[src/rtl/vjtag_dr_ctrl.sv]
// Virtual JTAG user data register controller: captures rd_data, shifts it out
// LSB-first while shifting tdi in, commits the word on a full-length update.
// All state on rising tck; tdo is combinational; async active-high reset.
module vjtag_dr_ctrl #(
  parameter int DR_WIDTH = 16
) (
  input  logic                tck,
  input  logic                rst,
  input  logic                ir_in,
  input  logic                tdi,
  output logic                tdo,
  output logic                ir_out,
  input  logic                virtual_state_cdr,
  input  logic                virtual_state_sdr,
  input  logic                virtual_state_e1dr,
  input  logic                virtual_state_pdr,
  input  logic                virtual_state_e2dr,
  input  logic                virtual_state_udr,
  input  logic                virtual_state_cir,
  input  logic                virtual_state_uir,
  input  logic [DR_WIDTH-1:0] rd_data,
  output logic [DR_WIDTH-1:0] wr_data,
  output logic                wr_valid,
  output logic                shift_err,
  output logic                busy
);

  // Counter must reach DR_WIDTH+1 so over-long shifts stay distinguishable.
  localparam int CW = $clog2(DR_WIDTH + 2);
  localparam logic [CW-1:0] CNT_FULL = CW'(DR_WIDTH);
  localparam logic [CW-1:0] CNT_SAT  = CW'(DR_WIDTH + 1);

  typedef enum logic {
    ST_IDLE   = 1'b0,
    ST_ACTIVE = 1'b1
  } state_t;

  state_t              state_q, state_d;
  logic [DR_WIDTH-1:0] sr_q, sr_d;
  logic [CW-1:0]       cnt_q, cnt_d;
  logic                byp_q, byp_d;
  logic [DR_WIDTH-1:0] wr_data_q, wr_data_d;
  logic                wr_valid_q, wr_valid_d;
  logic                shift_err_q, shift_err_d;

  // Next-state logic: one virtual TAP event per cycle, cdr > sdr > udr > cir/uir > pause states.
  always_comb begin
    state_d     = state_q;
    sr_d        = sr_q;
    cnt_d       = cnt_q;
    byp_d       = byp_q;
    wr_data_d   = wr_data_q;
    wr_valid_d  = 1'b0;
    shift_err_d = shift_err_q;

    if (virtual_state_cdr) begin
      if (ir_in) begin
        // Capture also restarts a transaction already in progress.
        state_d = ST_ACTIVE;
        sr_d    = rd_data;
        cnt_d   = '0;
      end else begin
        byp_d = 1'b0;
      end
    end else if (virtual_state_sdr) begin
      if (!ir_in) begin
        byp_d = tdi;
      end else if (state_q == ST_ACTIVE) begin
        sr_d = {tdi, sr_q[DR_WIDTH-1:1]};
        if (cnt_q != CNT_SAT) begin
          cnt_d = cnt_q + CW'(1);
        end
      end
    end else if (virtual_state_udr) begin
      if (state_q == ST_ACTIVE) begin
        state_d = ST_IDLE;
        if (cnt_q == CNT_FULL) begin
          wr_data_d  = sr_q;
          wr_valid_d = 1'b1;
        end else begin
          // udr outranks uir, so a coincident clear never masks this set.
          shift_err_d = 1'b1;
        end
      end
    end else if (virtual_state_cir || virtual_state_uir) begin
      state_d = ST_IDLE;
      if (virtual_state_uir) begin
        shift_err_d = 1'b0;
      end
    end else if (virtual_state_e1dr || virtual_state_pdr || virtual_state_e2dr) begin
      // Exit/pause states: shift register, count and state all hold.
      state_d = state_q;
    end
  end

  // State registers with asynchronous reset.
  always_ff @(posedge tck or posedge rst) begin
    if (rst) begin
      state_q     <= ST_IDLE;
      sr_q        <= '0;
      cnt_q       <= '0;
      byp_q       <= 1'b0;
      wr_data_q   <= '0;
      wr_valid_q  <= 1'b0;
      shift_err_q <= 1'b0;
    end else begin
      state_q     <= state_d;
      sr_q        <= sr_d;
      cnt_q       <= cnt_d;
      byp_q       <= byp_d;
      wr_data_q   <= wr_data_d;
      wr_valid_q  <= wr_valid_d;
      shift_err_q <= shift_err_d;
    end
  end

  assign tdo       = ir_in ? sr_q[0] : byp_q;
  assign ir_out    = shift_err_q;
  assign wr_data   = wr_data_q;
  assign wr_valid  = wr_valid_q;
  assign shift_err = shift_err_q;
  assign busy      = (state_q == ST_ACTIVE);

endmodule

[config.mk]
export PLATFORM = sky130hd
export DESIGN_NAME = vjtag_dr_ctrl
export DESIGN_NICKNAME = d
export VERILOG_FILES = /design/src/rtl/vjtag_dr_ctrl.sv
export SDC_FILE = /design/constraint.sdc
export NUM_CORES = 1
export LEC_CHECK = 0
export CELL_PAD_IN_SITES_DETAIL_PLACEMENT = 0
export CELL_PAD_IN_SITES_GLOBAL_PLACEMENT = 2
export CORE_MARGIN = 5
export CORE_UTILIZATION = 29
export CTS_BUF_LIST = sky130_fd_sc_hd__clkbuf_16
export DETAILED_ROUTE_END_ITERATION = 6
export GPL_ROUTABILITY_DRIVEN = 0
export PLACE_DENSITY_LB_ADDON = 0.3
export SYNTH_ARGS = -nofsm -noshare
export SYNTH_HDL_FRONTEND = slang
export SYNTH_SLANG_ARGS = --single-unit
[constraint.sdc]
create_clock -name tck -period 1.7 [get_ports tck]
set_input_delay 0.255 -clock tck [delete_from_list [all_inputs] [get_ports tck]]
set_output_delay 0.255 -clock tck [all_outputs]
set_load 0.01 [all_outputs]
## After elaboration in Yosys (flattened, before gate mapping)

Index checks and enable logic that the tools add are counted.

| storage, ports and cells | value |
|---|---|
| logic and storage cells | 63 |
| flip-flop bits (word level) | 41 |
| input bits | 28 |

| cells by class | value |
|---|---|
| multiplexer cells | 31 |
| $add $sub $neg | 1 |
| bitwise operators | 2 |
| equality and inequality tests | 9 |
| reductions and logical operators | 13 |

Operators by type and width:

| kind | count |
|---|---|
| $mux 16 | 5 |
| $mux 5 | 6 |
| $mux 1 | 20 |
| $ne 2x2->1 const B | 6 |
| $reduce_and 5->1 | 2 |
| $reduce_bool 2->1 | 5 |
| $reduce_and 3->1 | 2 |
| $reduce_and 6->1 | 1 |
| $add 5x1->5 const B | 1 |
| $eq 5x5->1 const B | 1 |
| $ne 5x5->1 const B | 1 |
| $reduce_and 4->1 | 1 |
| $reduce_bool 3->1 | 1 |
| $ne 2x1->1 const B | 1 |
| $not 1->1 | 2 |
| $logic_or 1x1->1 | 1 |

## Logic depth before layout (Yosys ltp)

| depth | value |
|---|---|
| depth after elaboration | 6 |
| mapped depth | 6 |
| depth with buffers taken out | 5 |

## Least setup slack after synthesis

Ideal clock, no wire load.

| timing | value |
|---|---|
| path type | register to register |
| start point | register cnt_q[0] |
| end point | register wr_data_q[10], in the netlist wr_data[10] |
| period minus slack after synthesis | 1.619 ns |
| stages on the path, launching flop included | 7 |
| setup slack | 0.081 ns |
| required time | 1.575 ns |
| arrival | 1.494 ns |
| cell sequence | dfrtp_1 -> inv_1 -> ha_1 -> and4bb_2 -> nand4_4 -> buf_6 -> mux2_2 |

| on the way | value |
|---|---|
| word-level cells in the longest chain between the ends | 2 |

Ends and longest elaborated chain:

| what | RTL line | RTL |
|---|---|---|
| from (decl) | 40 | `logic [CW-1:0] cnt_q, cnt_d;` |
| from (signal assigned) | 109 | `cnt_q <= cnt_d;` |
| $eq 5x5->1 | 77 | `if (cnt_q == CNT_FULL) begin` |
| $reduce_and 5->1 (no line) | -- |  |
| to (signal assigned) | 111 | `wr_data_q <= wr_data_d;` |
| to (decl) | 42 | `logic [DR_WIDTH-1:0] wr_data_q, wr_data_d;` |

No other way between the ends.
A chain may end at the register's enable or synchronous reset.

## Worst setup path in the final report

| timing | value |
|---|---|
| start point | register cnt_q[1] |
| end point | register wr_data_q[6], in the netlist wr_data[6] |

Same word-level chain as after synthesis.

==> flow_summary.yaml <==
outcome:
  status: "finished, final reports clean"
routing:
  num_vias: 1383
  vias_per_cell: 4.74
  wl_per_cell_um: 15.2
  route.detailed.drc: 0
  dr.first_iter.drc_count: 31
  dr.pass1.iters: 3
  finalWirelength_um: 4440
  ant_nets: 0
pwr:
  power.total_mw: 2.83
  p_leak_nw: 1.25
  irDropWorstVdd_mv: 0.609
  pwr_density_cell_mw_per_mm2: 1010
critical_path:
  cp_data_required_time_ps: 1860
  ff2ff_path_depth: 6
  startpoint_type: "flop"
  crit_arrival_ps: 1770
  end_kind: "flop"
  worst-setup-path-type: "reg -> reg"
  critical_path.max_fanout: 17
synthesis:
  yosys_warnings: 0
  ys_seq_elements: 41
  netlist_instances: 149
  yosysSeqAreaShare_pct: 52.1
  synth_cell_types: 34
  synth_nets: 180
  syn_area_mm2: 0.00197
  syn_avg_cell_area_um2: 13.2
placed_design:
  dp_hpwl_um: 3180
  portBuffers: 45
clocking:
  cts_max_path_buffers: 2
  htreeDepth: 2
  clock_latency_ps: 270
  cts.reportedPaths.clkPinSlew_ps: 60
  clock-sinks: 41
  root_buffer: "clkbuf_16"
  ctsHoldBuffers: 0
  numCtsBuffers: 5
  cts_tree: "done"
layout:
  fin_util_pct: 41.9
  diodes: 0
  syn_to_final_growth_pct: 42.8
  fin_nets: 242
  drive_above_1_share_pct: 37.3
  fillCellCount: 635
worst_hold_path:
  min_path_type: "in -> async"
timing:
  worst_slew_pin_slew_ps: 347
  fmax_mhz: 621
  rsz0062_at_grt: "false"
  setup_violations: 0
  fin_crit_ps: 1610
  maxSlewViolCount: 0
  min_period_over_period_pct: 94.8
  finalHoldViolations: 0
  fin_skew_ps: 2.84
  maxSlewHeadroom_pct: 76.5
run:
  cap_viol_max_count: 0
global_routing:
  groute.usage.overall_pct: 10.9
  antenna_found_initial: 0
  grt_max_degree: 42
  grt_pass1_vias: 1451
  grt_overflow: 0
  grt_pass1_wl_um: 7420
floorplan:
  start_util_pct: 29.3
  coreArea_mm2: 0.00672
  design.die.area_mm2: 0.00854
  ios: 49
  die-width_um: 92.4
  die_h_um: 92.4
  rows: 30
[sequential cells by signal, summed over array words and instances (netlist names)]
| name | flops |
|---|---|
| cnt_q | 5 |
| ir_out | 1 |
| sr_q | 16 |
| byp_q | 1 |
| busy | 1 |
| wr_valid | 1 |
| wr_data | 16 |
[final timing paths]
check                                start           to  slack [ps]
worst min-delay path                   rst     wr_valid         310
worst max-delay path              cnt_q[1]   wr_data[6]          90
worst max register to register    cnt_q[1]   wr_data[6]          90
worst min register to register  wr_data[4]   wr_data[4]         510
min in group tck                wr_data[4]   wr_data[4]         510
max in group asynchronous              rst  wr_data[13]        1180
[metrics by stage]
stage	instances	hold slack [ps]	setup WS, ps	cell area (um^2)	TNS [ps]
floorplan	149	394	81.3	1970	0
global placement	283	491	-109	2630	-2320
detailed placement	283	493	-138	2630	-2690
CTS	291	328	17.4	2810	0
global route	292	349	15.8	2810	0
finish	292	314	88.4	2810	0
[critical path, stage by stage (launching register included)]
cell and delay, ps:
dfrtp_1 340, inv_1 70, ha_1 190, and4bb_2 260
nand4_4 110, buf_12 160, mux2_2 350
[power by group]
| part | internal (mW) | total (mW) | switching (mW) | leakage [nW] |
|---|---|---|---|---|
| combinational | 0.334 | 0.537 | 0.204 | 0.643 |
| clock | 0.687 | 1.05 | 0.367 | 0.0775 |
| sequential | 1.12 | 1.24 | 0.114 | 0.529 |
| total | 2.14 | 2.83 | 0.685 | 1.25 |
[cell usage in the layout, fill, tap and decap left out, drive strengths merged, types with 2 or more instances in the layout]
cell type,count
buf,17
clkbuf,5
clkdlybuf4s50,44
clkinv,2
dfrtp,41
ha,3
inv,6
mux2,49
nand2,8
nand2b,4
nand3,3
nor2,3
o21ai,3
or4,3
[area by class of cell]
class | count | area, um^2 | share of cell area (%)
Clock buffer | 5 | 125 | 4.45
Clock inverter | 3 | 41.3 | 1.47
Inverter | 7 | 26.3 | 0.934
Multi-Input combinational cell | 94 | 880 | 31.3
Sequential cell | 41 | 1030 | 36.5
Tap cell | 80 | 100 | 3.56
Timing Repair Buffer | 62 | 614 | 21.8
[per-layer routing]
metal / part of all wire (%) / up-vias / GRT usage (%)
li1: - / 663 / -
met3: 5.5 / 5 / 3.17
met1: 43 / 687 / 14.1
met5: 0 / - / 0
met4: 1.2 / 0 / 2.97
met2: 50 / 28 / 17.6
[cell usage after synthesis, drive strengths merged]
cell type   n  area, um^2
nand4       1        21.3
a31o        1        8.76
o31ai       1        7.51
or2b        1        7.51
o21ai       3        18.8
nor3        1        5.00
a31oi       1        6.26
nor2        3        13.8
o41ai       1        8.76
nand2b      4        25.0
o22ai       1        6.26
nor2b       1        6.26
mux2       49         552
clkbuf      2        7.51
nor4bb      1        10.0
nand2       8        30.0
buf         5        36.3
and2        1        6.26
or4         3        22.5
o221ai      1        8.76
dfrtp      41        1030
and4bb      1        12.5
o311ai      1        8.76
a41o        1        10.0
nand3       3        15.0
nand4bb     1        11.3
inv         7        26.3
o211ai      1        7.51
and3        1        6.26
ha          3        37.5
[kinds of logic after synthesis]
logic type,count (synthesis),synth area share (%)
adder cells (fa/ha/maj),3,1.91
flip-flops,41,52.1
multiplexers,49,28.0
AND/OR/NAND/NOR,30,9.78
AO/OA/AOI/OAI,12,4.64
buffers and inverters,14,3.56
[what timing repair did]
item                                   CTS  global route
gates resized for setup                  2             1
setup endpoints to repair                2            17
endpoints found under the hold margin    0             0
buffers inserted                         0             1
No activity file was read; power rests on OpenSTA's default activity.
==> patch 1 (config.mk and constraints unchanged) <==
Take the reset off `sr_q` and `wr_data_q` and load them in a clocked block of their own.
--- a/src/rtl/vjtag_dr_ctrl.sv
+++ b/src/rtl/vjtag_dr_ctrl.sv
@@ -97,21 +97,22 @@
   always_ff @(posedge tck or posedge rst) begin
     if (rst) begin
       state_q     <= ST_IDLE;
-      sr_q        <= '0;
       cnt_q       <= '0;
       byp_q       <= 1'b0;
-      wr_data_q   <= '0;
       wr_valid_q  <= 1'b0;
       shift_err_q <= 1'b0;
     end else begin
       state_q     <= state_d;
-      sr_q        <= sr_d;
       cnt_q       <= cnt_d;
       byp_q       <= byp_d;
-      wr_data_q   <= wr_data_d;
       wr_valid_q  <= wr_valid_d;
       shift_err_q <= shift_err_d;
     end
+  end
+
+  always_ff @(posedge tck) begin
+    sr_q      <= sr_d;
+    wr_data_q <= wr_data_d;
   end
 
   assign tdo       = ir_in ? sr_q[0] : byp_q;
Check against the original RTL: not equivalent (Yosys sat finds a counterexample within 4 cycles, from zero or initial values and one cycle with rst high).
==> patch 1 against the unedited design <==
- worst setup slack better by 0.0043 ns
- final cell count is 14% lower
- non-clock buffer count down 2
- utilization is 1.8 points higher
- synthesized area decreased by 12%
- synthesized cell count down 24%
- critical path depth is 3 lower
- power shrank 8.2%
- maximum frequency up 0.27%
- design area decreased by 8.5%
- wire length fell by 18%
- sequential cell count stayed put
- critical path type is now input pin to output port
- highest routed layer unchanged
==> patch 1: results (changes against the unedited design) <==
| Metric | Value |
|---|---|
| Synth area leaders | edfxtp_1 (55%), dfrtp_1 (13%), mux2_2 (11%) |
| Port Buffers | 45 (unchanged) |
| Reg2Reg Setup Slack | 0.16 ns (+0.07 ns) |
| Internal power | 2.04 mW (-4.6%) |
| DR pass1 iterations | 4 (+1) |
| Ant. Diodes | 0 (unchanged) |
| Ys Warns | 0 (unchanged) |
| Hold/Removal Path Class | input pin to async pin |
| Final-stage net count | 207 (-14%) |
| Top cells by count, synth | edfxtp_1 (32), mux2_2 (17), dfrtp_1 (9) |
| Cts repair resizes | 1 (-1) |
| Clock skew | 0.00596 ns (+0.00312 ns) |
| Actual slew at the worst max-slew pin | 0.387 ns (+0.0402 ns) |
| Worst path top cell family by delay | buffers and inverters |
| Worst path max stage delay | 0.48 ns (+0.13 ns) |
| Worst path arrival time | 1.35 ns (-0.42 ns) |
| Largest net degree at the start of global routing | 17 (-60%) |
| Post-DP HPWL | 2.87 mm (-9.7%) |
| Crit-path slowest cell | clkdlybuf4s50_1 |
| FF-to-FF End | cnt_q[2] |
| Comb. pwr | 330 uW (-39%) |
| Vias | 1,169 (-15%) |
| Layout cells sized above 1 | 25.4% (-12 points) |
| Pre-CTS WS | -0.113 ns (+0.0248 ns) |
| LEAKAGE | 0.963 nW (-23%) |
| Net count after synthesis | 144 (-20%) |
| Worst-path maximum fanout | 2 (-15) |
| Number of synthesized flops with an enable pin | 32 (+32) |
| Ys flop type | edfxtp_1 |
| First-pass GRT wire length | 5.94 mm (-20%) |
| Worst r2r src | cnt_q[0] |
| R2r worst-path depth | 4 (-2) |
| Outcome | finished clean |
| Max Buffers Root-to-Sink | 2 (unchanged) |
| Total Wirelength | 3.64 mm (-18%) |
| Unique masters post-synth | 29 (-15%) |
| Gr usage total | 10.3% (-0.61 points) |
| Maximum VDD drop | 382 uV (-37%) |
| Clk Latency, worst-skew pair | 0.27 ns (about the same) |
| Filler cells | 558 (-12%) |
| Seq/Total Area, Yosys | 68.3% (+16 points) |
| DR iter-0 viols | 31 (unchanged) |
| CTS Buf Count | 5 (unchanged) |
| Fraction of registers with async set/reset | 22.0% (-78 points) |
## patch 1: changes by cell type in the layout (fill, tap and decap cells not counted), sizes merged, moves of 3 or more
cell and delta:
nor2 +4, or4 -3, edfxtp +32, dfrtp -32, mux2 -32, nand2 -4
## patch 1: cell families (layout without fill, tap and decap cells)
kind of cell	Yosys count	in the layout	synth area share, %
AO/OA/AOI/OAI	17	17	6.99
adder cells (fa/ha/maj)	3	3	2.16
AND/OR/NAND/NOR	24	24	8.65
flip-flops	41	41	68.3
multiplexers	17	17	11.0
buffers and inverters	11	75	2.81
## patch 1: worst max-delay path by stage
| stage | from | to | slack (ns) | cells past startpoint |
|---|---|---|---|---|
| 3_5_place_dp | ir_in | tdo | -0.11 | 3 |
| 6_report | ir_in | tdo | 0.09 | 3 |
| 2_1_floorplan | cnt_q[1] | wr_data[0] | 0.08 | 4 |
| 5_1_grt | ir_in | tdo | 0.07 | 3 |
| 4_1_cts | ir_in | tdo | 0.08 | 3 |
| 3_3_place_gp | ir_in | tdo | -0.10 | 3 |
## patch 1: metrics by stage
step / area [um^2] / std cells / hold slack [ns] / total power [mW]
finish: 2570 / 252 / 0.276 / 2.60
global route: 2570 / 252 / 0.329 / 2.73
CTS: 2570 / 252 / 0.297 / 2.64
detailed placement: 2410 / 244 / 0.434 / 1.60
global placement: 2410 / 244 / 0.430 / 1.59
floorplan: 1740 / 113 / 0.0829 / 1.43
## patch 1: final cells by class
type	count	area share, %
tap	75	3.65
sequential	41	46.1
timing repair buffer	60	23.3
clock buffer	5	4.86
inverter	7	1.02
multi-input combinational	61	19.6
clock inverter	3	1.51
## patch 1: layer usage
metal | share of wire (%) | GRT usage (%)
met1 | 40 | 11.6
met2 | 54 | 17.9
met5 | 0 | 0
met4 | 1.1 | 4.18
met3 | 4.9 | 3.22
==> patch 2 (same flow settings) <==
Made on the original files. The parameter `DR_WIDTH` goes from 16 to 8.
--- a/src/rtl/vjtag_dr_ctrl.sv
+++ b/src/rtl/vjtag_dr_ctrl.sv
@@ -2,7 +2,7 @@
 // LSB-first while shifting tdi in, commits the word on a full-length update.
 // All state on rising tck; tdo is combinational; async active-high reset.
 module vjtag_dr_ctrl #(
-  parameter int DR_WIDTH = 16
+  parameter int DR_WIDTH = 8
 ) (
   input  logic                tck,
   input  logic                rst,
Ports: changed (resized rd_data and wr_data); port bits go from 49 to 33. The function was not compared with the original's and may differ.
==> patch 2 against the unedited design <==
- the flow now finishes with violations (negative setup slack)
- power is 40% lower
- non-clock buffer count is 18 lower
- synthesized area is 40% lower
- sequential share of layout area is 2.1 points lower
- largest cell class unchanged
- wire length is 36% lower
- synthesized cell count is 29% lower
- worst setup slack worse by 0.091 ns
- final cell count is 32% lower
- global-route usage hardly changed
- clock power is 35% lower
- sequential cell count is 17 lower
- design area is 38% lower
==> patch 2: results (changes against the unedited design) <==
| Metric | Value |
|---|---|
| FF-to-FF End | wr_data[5] |
| Ant. Diodes | 0 (unchanged) |
| Net count after synthesis | 129 (-28%) |
| Wirelength per Cell | 14.2 um (-6.5%) |
| Clk Latency, worst-skew pair | roughly 0.26 ns |
| Hold/Removal Path Class | input pin to async pin |
| Worst-path clk slew | 0.06 ns (about the same) |
| Syn Area/Cell | 11.2 um^2 (-16%) |
| Dpl cells | 193 (-32%) |
| Largest net degree at the start of global routing | 25 (-40%) |
| Clock root buffer | clkbuf_16 |
| Pre-CTS WS | -0.135 ns (+0.00288 ns) |
| First-pass GRT wire length | 4.53 mm (-39%) |
| Final setup violation count | 3 (+3) |
| Outcome | complete, but fails checks |
| Fraction of registers with async set/reset | 100% (unchanged) |
| Worst r2r src | cnt_q[1] |
| Ys flop type | dfrtp_1 |
| Gr usage total | 10.9% (about the same) |
| CTS Buf Count | 3 (-2) |
| Port Buffers | 29 (-36%) |
| Layout cells sized above 1 | 24.2% (-13 points) |
| Initial antenna violation count | 0 (unchanged) |
| Post-DP HPWL | 1.91 mm (-40%) |
| R2r worst-path depth | 5 (-1) |
| Synth area leaders | dfrtp_1 (51%), mux2_4 (10%), mux2i_1 (6.8%) |
| Post-Place Cell Area | 0.00160 mm^2 (-39%) |
| Filler cells | 381 (-40%) |
| Maximum VDD drop | 335 uV (-45%) |
| Ys Warns | 0 (unchanged) |
| Clock skew | 0.00150 ns (-0.00135 ns) |
| Seq/Total Area, Yosys | 50.7% (-1.4 points) |
| Worst-path maximum fanout | 5 (-12) |
| Setup WS post-layout | -0.00226 ns (-0.0907 ns) |
| Failing checks | negative setup slack |
| DR iter-0 viols | 61 (+97%) |
| Max-slew headroom | 77.2% (+0.67 points) |
| Vias in the first global route | 928 (-36%) |
| Worst path arrival time | 1.85 ns (+0.08 ns) |
| Max Buffers Root-to-Sink | 2 (unchanged) |
| Total Wirelength | 2.83 mm (-36%) |
| Unique masters post-synth | 27 (-21%) |
| Top cells by count, synth | dfrtp_1 (24), o21ai_0 (14), nand2_1 (12) |
| Final-stage net count | 173 (-29%) |
| Via/cell ratio | 4.63 (-2.3%) |
| DR pass1 iterations | 4 (+1) |
| H-tree depth | 1 (-1) |
| LEAKAGE | 0.820 nW (-34%) |
| DRC | 0 (unchanged) |
==> patch 2: cell count changes in the layout (fill, tap and decap cells not counted), moves of 8 or more <==
cell,before,now
clkdlybuf4s50_1,44,28
mux2_2,49,2
mux2_4,0,8
mux2i_1,0,8
dfrtp_1,41,24
o21ai_0,2,14
==> patch 2: stage by stage <==
stage | power (mW) | setup TNS, ns | utilization [%] | hold slack, ns
after global placement | 0.995 | -1.26 | 40.4 | 0.495
after floorplan | 0.838 | -0.227 | - | 0.270
after CTS | 1.69 | 0 | 43.0 | 0.359
after detailed placement | 1.00 | -1.14 | 40.4 | 0.492
final | 1.69 | -0.00432 | 44.0 | 0.345
after global routing | 1.78 | -0.329 | 44.0 | 0.380
==> patch 2: logic make-up after synthesis <==
| kind of cell | Yosys count | share of synthesized area (%) |
|---|---|---|
| compound gates | 24 | 11.6 |
| fa+ha+maj | 3 | 3.17 |
| buf+inv | 14 | 5.71 |
| flops | 24 | 50.7 |
| simple gates | 23 | 9.94 |
| mux | 18 | 18.8 |
==> patch 2: critical path, stage by stage (launching register included) <==
cell	delay, ns
dfrtp_1	0.39
inv_2	0.08
ha_4	0.13
nand3_4	0.09
or4_4	0.58
mux2_4	0.33
==> patch 2: cell type report <==
class | instances | share of cell area [%]
clock inverter | 1 | 1.72
timing repair buffer | 44 | 23.0
tap | 50 | 3.58
clock buffer | 3 | 4.30
multi-input combinational | 69 | 31.3
inverter | 8 | 1.72
sequential | 24 | 34.4
==> patch 2: worst max path at each step <==
stage | endpoint | start
after floorplan | wr_data[0] | cnt_q[0]
after global placement | tdo | ir_in
after detailed placement | tdo | ir_in
after CTS | wr_data[5] | cnt_q[1]
after global routing | wr_data[5] | cnt_q[1]
final | wr_data[5] | cnt_q[1]
==> patch 2: power by group <==
group | switching, mW | internal (mW)
registers | 0.0465 | 0.633
clock network | 0.212 | 0.468
logic | 0.148 | 0.184
==> patch 2: repair_timing <==
action                                  4_1_cts  5_1_grt
pin swaps                                     1        3
cloned                                        0        1
hold endpoints to repair                      0        0
resized for setup                             1        5
setup buffers                                 0        1
endpoints found under the setup margin        9        8
==> patch 2: layer usage <==
layer	GRT usage, %	wire [um]
met1	15.1	1370
met2	15.6	1250
met3	2.74	153
met4	5.43	53
met5	0	0
